[src/rtl/instr_encoder.sv]
// RV32I field-to-word encoder: packs decoded fields into a 32-bit instruction and streams it to IMEM with an auto-incrementing address.
// Optional build macro INSTR_ENC_ALIGN_CHK_EN drops B/J bundles whose immediate is not 2-byte aligned.
module instr_encoder #(
   parameter int                DEPTH     = 4,
   parameter int                ADDR_W    = 32,
   parameter logic [ADDR_W-1:0] BASE_ADDR = '0
) (
   input  logic              clk,
   input  logic              rst,
   input  logic              start,
   input  logic [ADDR_W-1:0] start_addr,
   input  logic              in_valid,
   output logic              in_ready,
   input  logic [2:0]        fmt,
   input  logic [6:0]        opcode,
   input  logic [4:0]        rd,
   input  logic [4:0]        rs1,
   input  logic [4:0]        rs2,
   input  logic [2:0]        funct3,
   input  logic [6:0]        funct7,
   input  logic [31:0]       imm,
   output logic              out_valid,
   input  logic              out_ready,
   output logic [31:0]       out_data,
   output logic [ADDR_W-1:0] out_addr,
   output logic              err,
   output logic [ADDR_W-1:0] count
);

   localparam int PW = $clog2(DEPTH);
   localparam int CW = PW + 1;
   localparam logic [CW-1:0] FULL_CNT = CW'(DEPTH);

   logic [31:0]       mem_q [DEPTH];
   logic [PW-1:0]     wr_ptr_q, wr_ptr_d;
   logic [PW-1:0]     rd_ptr_q, rd_ptr_d;
   logic [CW-1:0]     cnt_q, cnt_d;
   logic [ADDR_W-1:0] addr_q, addr_d;
   logic [ADDR_W-1:0] count_q, count_d;
   logic              err_q, err_d;

   logic [31:0] word;
   logic        legal;
   logic        accept, push, pop, not_empty;

   always_comb begin
      word  = '0;
      legal = 1'b1;
      case (fmt)
         3'd0: word = {funct7, rs2, rs1, funct3, rd, opcode};
         3'd1: word = {imm[11:0], rs1, funct3, rd, opcode};
         3'd2: word = {imm[11:5], rs2, rs1, funct3, imm[4:0], opcode};
         3'd3: word = {imm[12], imm[10:5], rs2, rs1, funct3, imm[4:1], imm[11], opcode};
         3'd4: word = {imm[31:12], rd, opcode};
         3'd5: word = {imm[20], imm[10:1], imm[11], imm[19:12], rd, opcode};
         default: legal = 1'b0;
      endcase
`ifdef INSTR_ENC_ALIGN_CHK_EN
      // Branch/jump targets must be halfword aligned; JALR (I-format) is exempt.
      if ((fmt == 3'd3 || fmt == 3'd5) && imm[0]) legal = 1'b0;
`endif
   end

   // in_ready comes from registered occupancy only, never from out_ready.
   assign not_empty = (cnt_q != '0);
   assign in_ready  = (cnt_q != FULL_CNT) && !start;
   assign accept    = in_valid && in_ready;
   assign push      = accept && legal;
   assign pop       = not_empty && out_ready && !start;

   always_comb begin
      wr_ptr_d = wr_ptr_q;
      rd_ptr_d = rd_ptr_q;
      cnt_d    = cnt_q;
      addr_d   = addr_q;
      count_d  = count_q;
      err_d    = accept && !legal;
      if (start) begin
         wr_ptr_d = '0;
         rd_ptr_d = '0;
         cnt_d    = '0;
         addr_d   = start_addr & ~ADDR_W'(3);
         count_d  = '0;
         err_d    = 1'b0;
      end else begin
         if (push) wr_ptr_d = wr_ptr_q + PW'(1);
         if (pop) begin
            rd_ptr_d = rd_ptr_q + PW'(1);
            addr_d   = addr_q + ADDR_W'(4);
            count_d  = count_q + ADDR_W'(1);
         end
         case ({push, pop})
            2'b10:   cnt_d = cnt_q + CW'(1);
            2'b01:   cnt_d = cnt_q - CW'(1);
            default: cnt_d = cnt_q;
         endcase
      end
   end

   always_ff @(posedge clk or posedge rst) begin
      if (rst) begin
         wr_ptr_q <= '0;
         rd_ptr_q <= '0;
         cnt_q    <= '0;
         addr_q   <= BASE_ADDR;
         count_q  <= '0;
         err_q    <= 1'b0;
      end else begin
         wr_ptr_q <= wr_ptr_d;
         rd_ptr_q <= rd_ptr_d;
         cnt_q    <= cnt_d;
         addr_q   <= addr_d;
         count_q  <= count_d;
         err_q    <= err_d;
      end
   end

   always_ff @(posedge clk) begin
      if (push) mem_q[wr_ptr_q] <= word;
   end

   // Gate the head with occupancy so stale or unwritten entries never leak out.
   assign out_valid = not_empty;
   assign out_data  = not_empty ? mem_q[rd_ptr_q] : 32'h0;
   assign out_addr  = addr_q;
   assign err       = err_q;
   assign count     = count_q;

endmodule
[config.mk]
export PLATFORM = sky130hd
export DESIGN_NAME = instr_encoder
export DESIGN_NICKNAME = d
export VERILOG_FILES = /design/src/rtl/instr_encoder.sv
export SDC_FILE = /design/constraint.sdc
export NUM_CORES = 1
export LEC_CHECK = 0
export BUFFER_PORTS_ARGS = -buffer_cell sky130_fd_sc_hd__buf_2
export CAP_MARGIN = 20
export CORE_ASPECT_RATIO = 0.8
export CORE_MARGIN = 2
export CORE_UTILIZATION = 50
export CTS_BUF_LIST = sky130_fd_sc_hd__clkbuf_4 sky130_fd_sc_hd__clkbuf_8
export CTS_CLUSTER_DIAMETER = 80
export DETAILED_ROUTE_END_ITERATION = 16
export PLACE_DENSITY = 0.75
export SYNTH_ARGS = -nofsm -noshare
export SYNTH_HDL_FRONTEND = slang
export SYNTH_SLANG_ARGS = --single-unit
[constraint.sdc]
create_clock -name clk -period 4.7 [get_ports clk]
set_input_delay 0.705 -clock clk [delete_from_list [all_inputs] [get_ports clk]]
set_output_delay 0.705 -clock clk [all_outputs]
set_load 0.02 [all_outputs]
# Yosys cells after proc, flatten, opt, wreduce, memory -nomap -nowiden
# Memory sizes are Yosys's and may differ from the RTL's.
# Index checks and enable logic that the tools add are counted.
# W data, S select, Z words.
# totals
ramBits	128
inputBits	104
mem_count	1
wordCells	51
out_inout_bits	99
register_bits	72
# mem_list
memory	depth	word_bits	read_ports	rd_clocked_by_memory_dff	wr	line_no	source
mem_q	4	32	1	0	1	34	logic [31:0] mem_q [DEPTH];
# classes
n_reduce_logical	14
n_eq_ne	8
muxes	16
n_addsub	6
# ops
op	count
$pmux W32 S6	1
$mux W32	5
$add A32 B1 Y32 const B	1
$add A32 B3 Y32 const B	1
$mux W2	4
$eq A3 B2 Y1 const B	2
$eq A3 B3 Y1 const B	2
$logic_and A1 B1 Y1	6
$pmux W3 S2	1
$reduce_bool A3 Y1	2
$reduce_or A6 Y1	1
$add A2 B1 Y2 const B	2
$mux W1	4
$reduce_bool A2 Y1	2
$add A3 B1 Y3 const B	1
$eq A3 B1 Y1 const B	1
$logic_not A3 Y1	1
$mux W3	1
$ne A3 B3 Y1 const B	1
$sub A3 B1 Y3 const B	1
$eq A2 B1 Y1 const B	1
$eq A2 B2 Y1 const B	1
$logic_not A1 Y1	2

# Longest topological paths before layout
# logic_depth
depth_word	7
depth_mapped	8
ltp_nobuf	6

# Worst setup path after synthesis
# No wires, ideal clock.
# synth_timing
path_type	input port to flip-flop
startpoint	in start
endpoint	reg cnt_q[2]
setup_ns	0.125
path_stages	8
t_arrival_ns	2.707
required_ns	4.575
path_slack_ns	1.869
path_buffers	4
cell_sequence	clkbuf_1 -> clkbuf_1 -> clkbuf_1 -> clkbuf_1 -> nor2_1 -> fa_1 -> mux2i_1 -> mux2_2
# synth_via
elab_chain_cells	7
elab_cells_between_ends	10
cone_classes	2 x eq/ne; 2 x mux; 6 x reduce/logical
# synth_rtl
item	line_no	source
start: declaration	10	input logic start,
$logic_not A1 Y1	66, 69	
$logic_and A1 B1 Y1	66	assign in_ready = (cnt_q != FULL_CNT) && !start;
$logic_and A1 B1 Y1	67	assign accept = in_valid && in_ready;
$logic_and A1 B1 Y1	68	assign push = accept && legal;
$eq A2 B1 Y1 or $eq A2 B2 Y1 (tied branches)	92	case ({push, pop})
$pmux W3 S2	92	
$mux W3	78	if (start) begin
end signal: assignment	111	cnt_q <= cnt_d;
end: declaration	37	logic [CW-1:0] cnt_q, cnt_d;
# Several ways; a longest one is shown, not always the timed one.
# A chain may end at the register's enable or synchronous reset.

# Final worst setup path
# layout_timing
startpoint	reg rd_ptr_q[0]
endpoint	out out_data[23]
# layout_via
elab_chain_cells	2
# layout_rtl
item	line_no	source
start: declaration	36	logic [PW-1:0] rd_ptr_q, rd_ptr_d;
start signal: assignment	110	rd_ptr_q <= rd_ptr_d;
$mem_v2 Z4 W32	n/a	
$mux W32	124	assign out_data = not_empty ? mem_q[rd_ptr_q] : 32'h0;
end: declaration	24	output logic [31:0] out_data,
# No other way between the ends.

==> out/results.tsv <==
metric	value	unit
cts_buffers	17	
power.leakage	4.27	nW
overflow	0	
final_util	60.0	%
hold_viol	0	
place_area	10600	sq um
cts.sinks	198	
synth_top_area_share	41.0	%
critical_path_class	register to output port	
yosysUniqueCellTypes	49	
cts_root_buffer	clkbuf_8	
die_y	126	microns
end_kind	output port	
reg2reg_to	count[25]	
path_max_fanout	20	
grt_pass1_wl	32.8	mm
synthTopCellsByCount	edfxtp_1 (128), dfrtp_1 (70), nand2_1 (57)	
synth-edff-count	128	
place_hpwl	13.9	mm
cts_tree	yes	
ant_nets	0	
insertion_delay	460	ps
syn_inst	741	
yosys_warnings	0	
crit_slowest_cell	dfrtp_2	
powerDensity	377	nW/um^2
setup_viol	0	
r2r_slack	2130	ps
cts_max_level	4	
first_pass_iters	5	
fin_nets	1032	
wire_per_inst	17.4	microns
crit_family	flip-flops	
layout_setup_ws	1450	ps
post_cts_buffers	0	
crit_chain	buf_4 -> mux4_2 -> and2_1 -> buf_2	
max_cap_violations	0	
drv_slew	0	
skew	21.4	ps
required	3990	ps
grt_setup_unrepaired	no	
dpl_worst_slack	1650	ps
drt-initial-drc-count	482	
synthMostInstantiatedCell	edfxtp_1	
worst_pin_slew	960	ps
max_freq	307	MHz
grt_use_total	21.2	%
yosys_most_used_dff	edfxtp_1	
finalCriticalPeriod	3250	ps
hold_class	input port to asynchronous set/reset pin	
worstPathArrival	2550	ps
initial_core_util	51.3	%
synth_area	9380	sq um
io_buffers	198	
dieArea	19900	sq um
wirelength	20.7	mm
wl_met2	9.74	mm
area_growth	17.0	%
wl_met1	9.74	mm
synth_top_cell_by_area	edfxtp_1	
grt_pass1_vias	6137	
fillerInstances	1496	
rows	44	
core	18300	sq um
fin_cells	1188	
wl_met3	893	microns
postCtsResizedCells	0	
synth_area_leaders	edfxtp_1 (41%), dfrtp_1 (19%), mux4_2 (7.7%)	
post-route-period-util	69.2	%
fin_area	11000	sq um
top_layer	met4	
grt_max_degree	63	
drive_gt1_share	31.4	%
ys_ff_latch	198	
place.gp.congestion	0.892	
avgSynthCellArea	12.7	sq um
cts_buffer_depth	2	
slew-limit-headroom	35.8	%
yosysSeqAreaShare	59.7	%
r2r-start	count[11]	
critPathLaunchType	register	
placed_cells	1155	
via_per_inst	5.62	
fin_setup_tns	0	ps
outcome	finished, final reports clean	
cts_hold_buf	0	
cp_slowest_stage_delay	800	ps
vias	6680	
async_flop_share	35.4	%
antenna_found_initial	1	
clk_pin_slew	120	ps
ios	203	
r2r_cells	4	
drc	0	
dieWidth	157	microns
ir_drop	0.185	mV
worst-path-buf-inv	2	
-- metrics by stage --
stage                     power [W]  hold slack, ps
after global routing        0.00433             428
final                       0.00413             407
after floorplan             0.00275             538
after global placement      0.00308             535
after detailed placement    0.00309             550
after CTS                   0.00418             416
-- power breakdown --
group	total, W	internal, W	switching (W)
Combinational	0.000994	0.000413	0.000581
Clock	0.00109	0.000418	0.000676
Sequential	0.00205	0.00194	0.000103
Total	0.00413	0.00277	0.00136
-- layout make-up --
type | count | area, sq um | share of cell area, %
Antenna cell | 1 | 2.50 | 0.0228
Clock buffer | 18 | 241 | 2.20
Clock inverter | 14 | 175 | 1.60
Inverter | 17 | 63.8 | 0.581
Multi-Input combinational cell | 482 | 3530 | 32.2
Sequential cell | 198 | 5600 | 51.0
Tap cell | 253 | 317 | 2.88
Timing Repair Buffer | 205 | 1040 | 9.51
-- placed cells by master (no fill, tap or decap), drive strengths merged, types with 4 or more instances in the layout --
cell type,netlist,final
o31a,4,4
and4,12,12
a21oi,29,29
buf,8,205
a22oi,4,4
xnor2,10,10
o21ai,37,37
edfxtp,128,128
or3,9,9
o31ai,30,30
a31oi,17,17
nor4,5,5
nor2,44,44
clkinv,0,8
inv,17,23
mux4,32,32
mux2,6,6
nand4,18,18
a22o,5,5
and2,47,47
nand2,57,57
nor2b,5,5
o211ai,5,5
dfrtp,70,70
ha,6,6
or4,34,34
mux2i,10,10
xor2,11,11
nand3,26,26
clkbuf,37,18
-- worst max-delay path by stage --
stage | startpoint | to | slack [ps] | depth (start not counted)
after global routing | rd_ptr_q[0] | out_data[22] | 1240 | 4
after floorplan | start | cnt_q[2] | 1870 | 8
final | rd_ptr_q[0] | out_data[23] | 1450 | 4
after detailed placement | fmt[2] | mem_q[0][15] | 1650 | 4
after CTS | rd_ptr_q[0] | out_data[22] | 1320 | 4
after global placement | fmt[2] | mem_q[0][14] | 1670 | 4
-- cell families after synthesis --
family | synth area share (%)
compound gates | 9.13
simple gates | 16.0
mux | 9.47
fa+ha+maj | 1.01
flops | 59.7
other cells | 0.0400
buf+inv | 2.74
xor+xnor | 1.96
-- metal layers --
layer,vias to the layer above,track usage (%)
met5,-,0
met4,0,6.58
met3,17,3.25
met2,177,32.7
met1,3287,31.3
li1,3199,-
-- sequential cells by signal, indices dropped and copies added, names as in the netlist --
name	flops
err	1
out_addr	30
wr_ptr_q	2
mem_q	128
rd_ptr_q	2
count	32
cnt_q	3
-- worst reg2reg max path, stage by stage (launching register included) --
cell and delay (ps):
dfrtp_1 470, and4_1 300, nand4_1 770, or4_1 790, a21oi_1 160
Note: power is estimated with default switching activity, not from simulation.
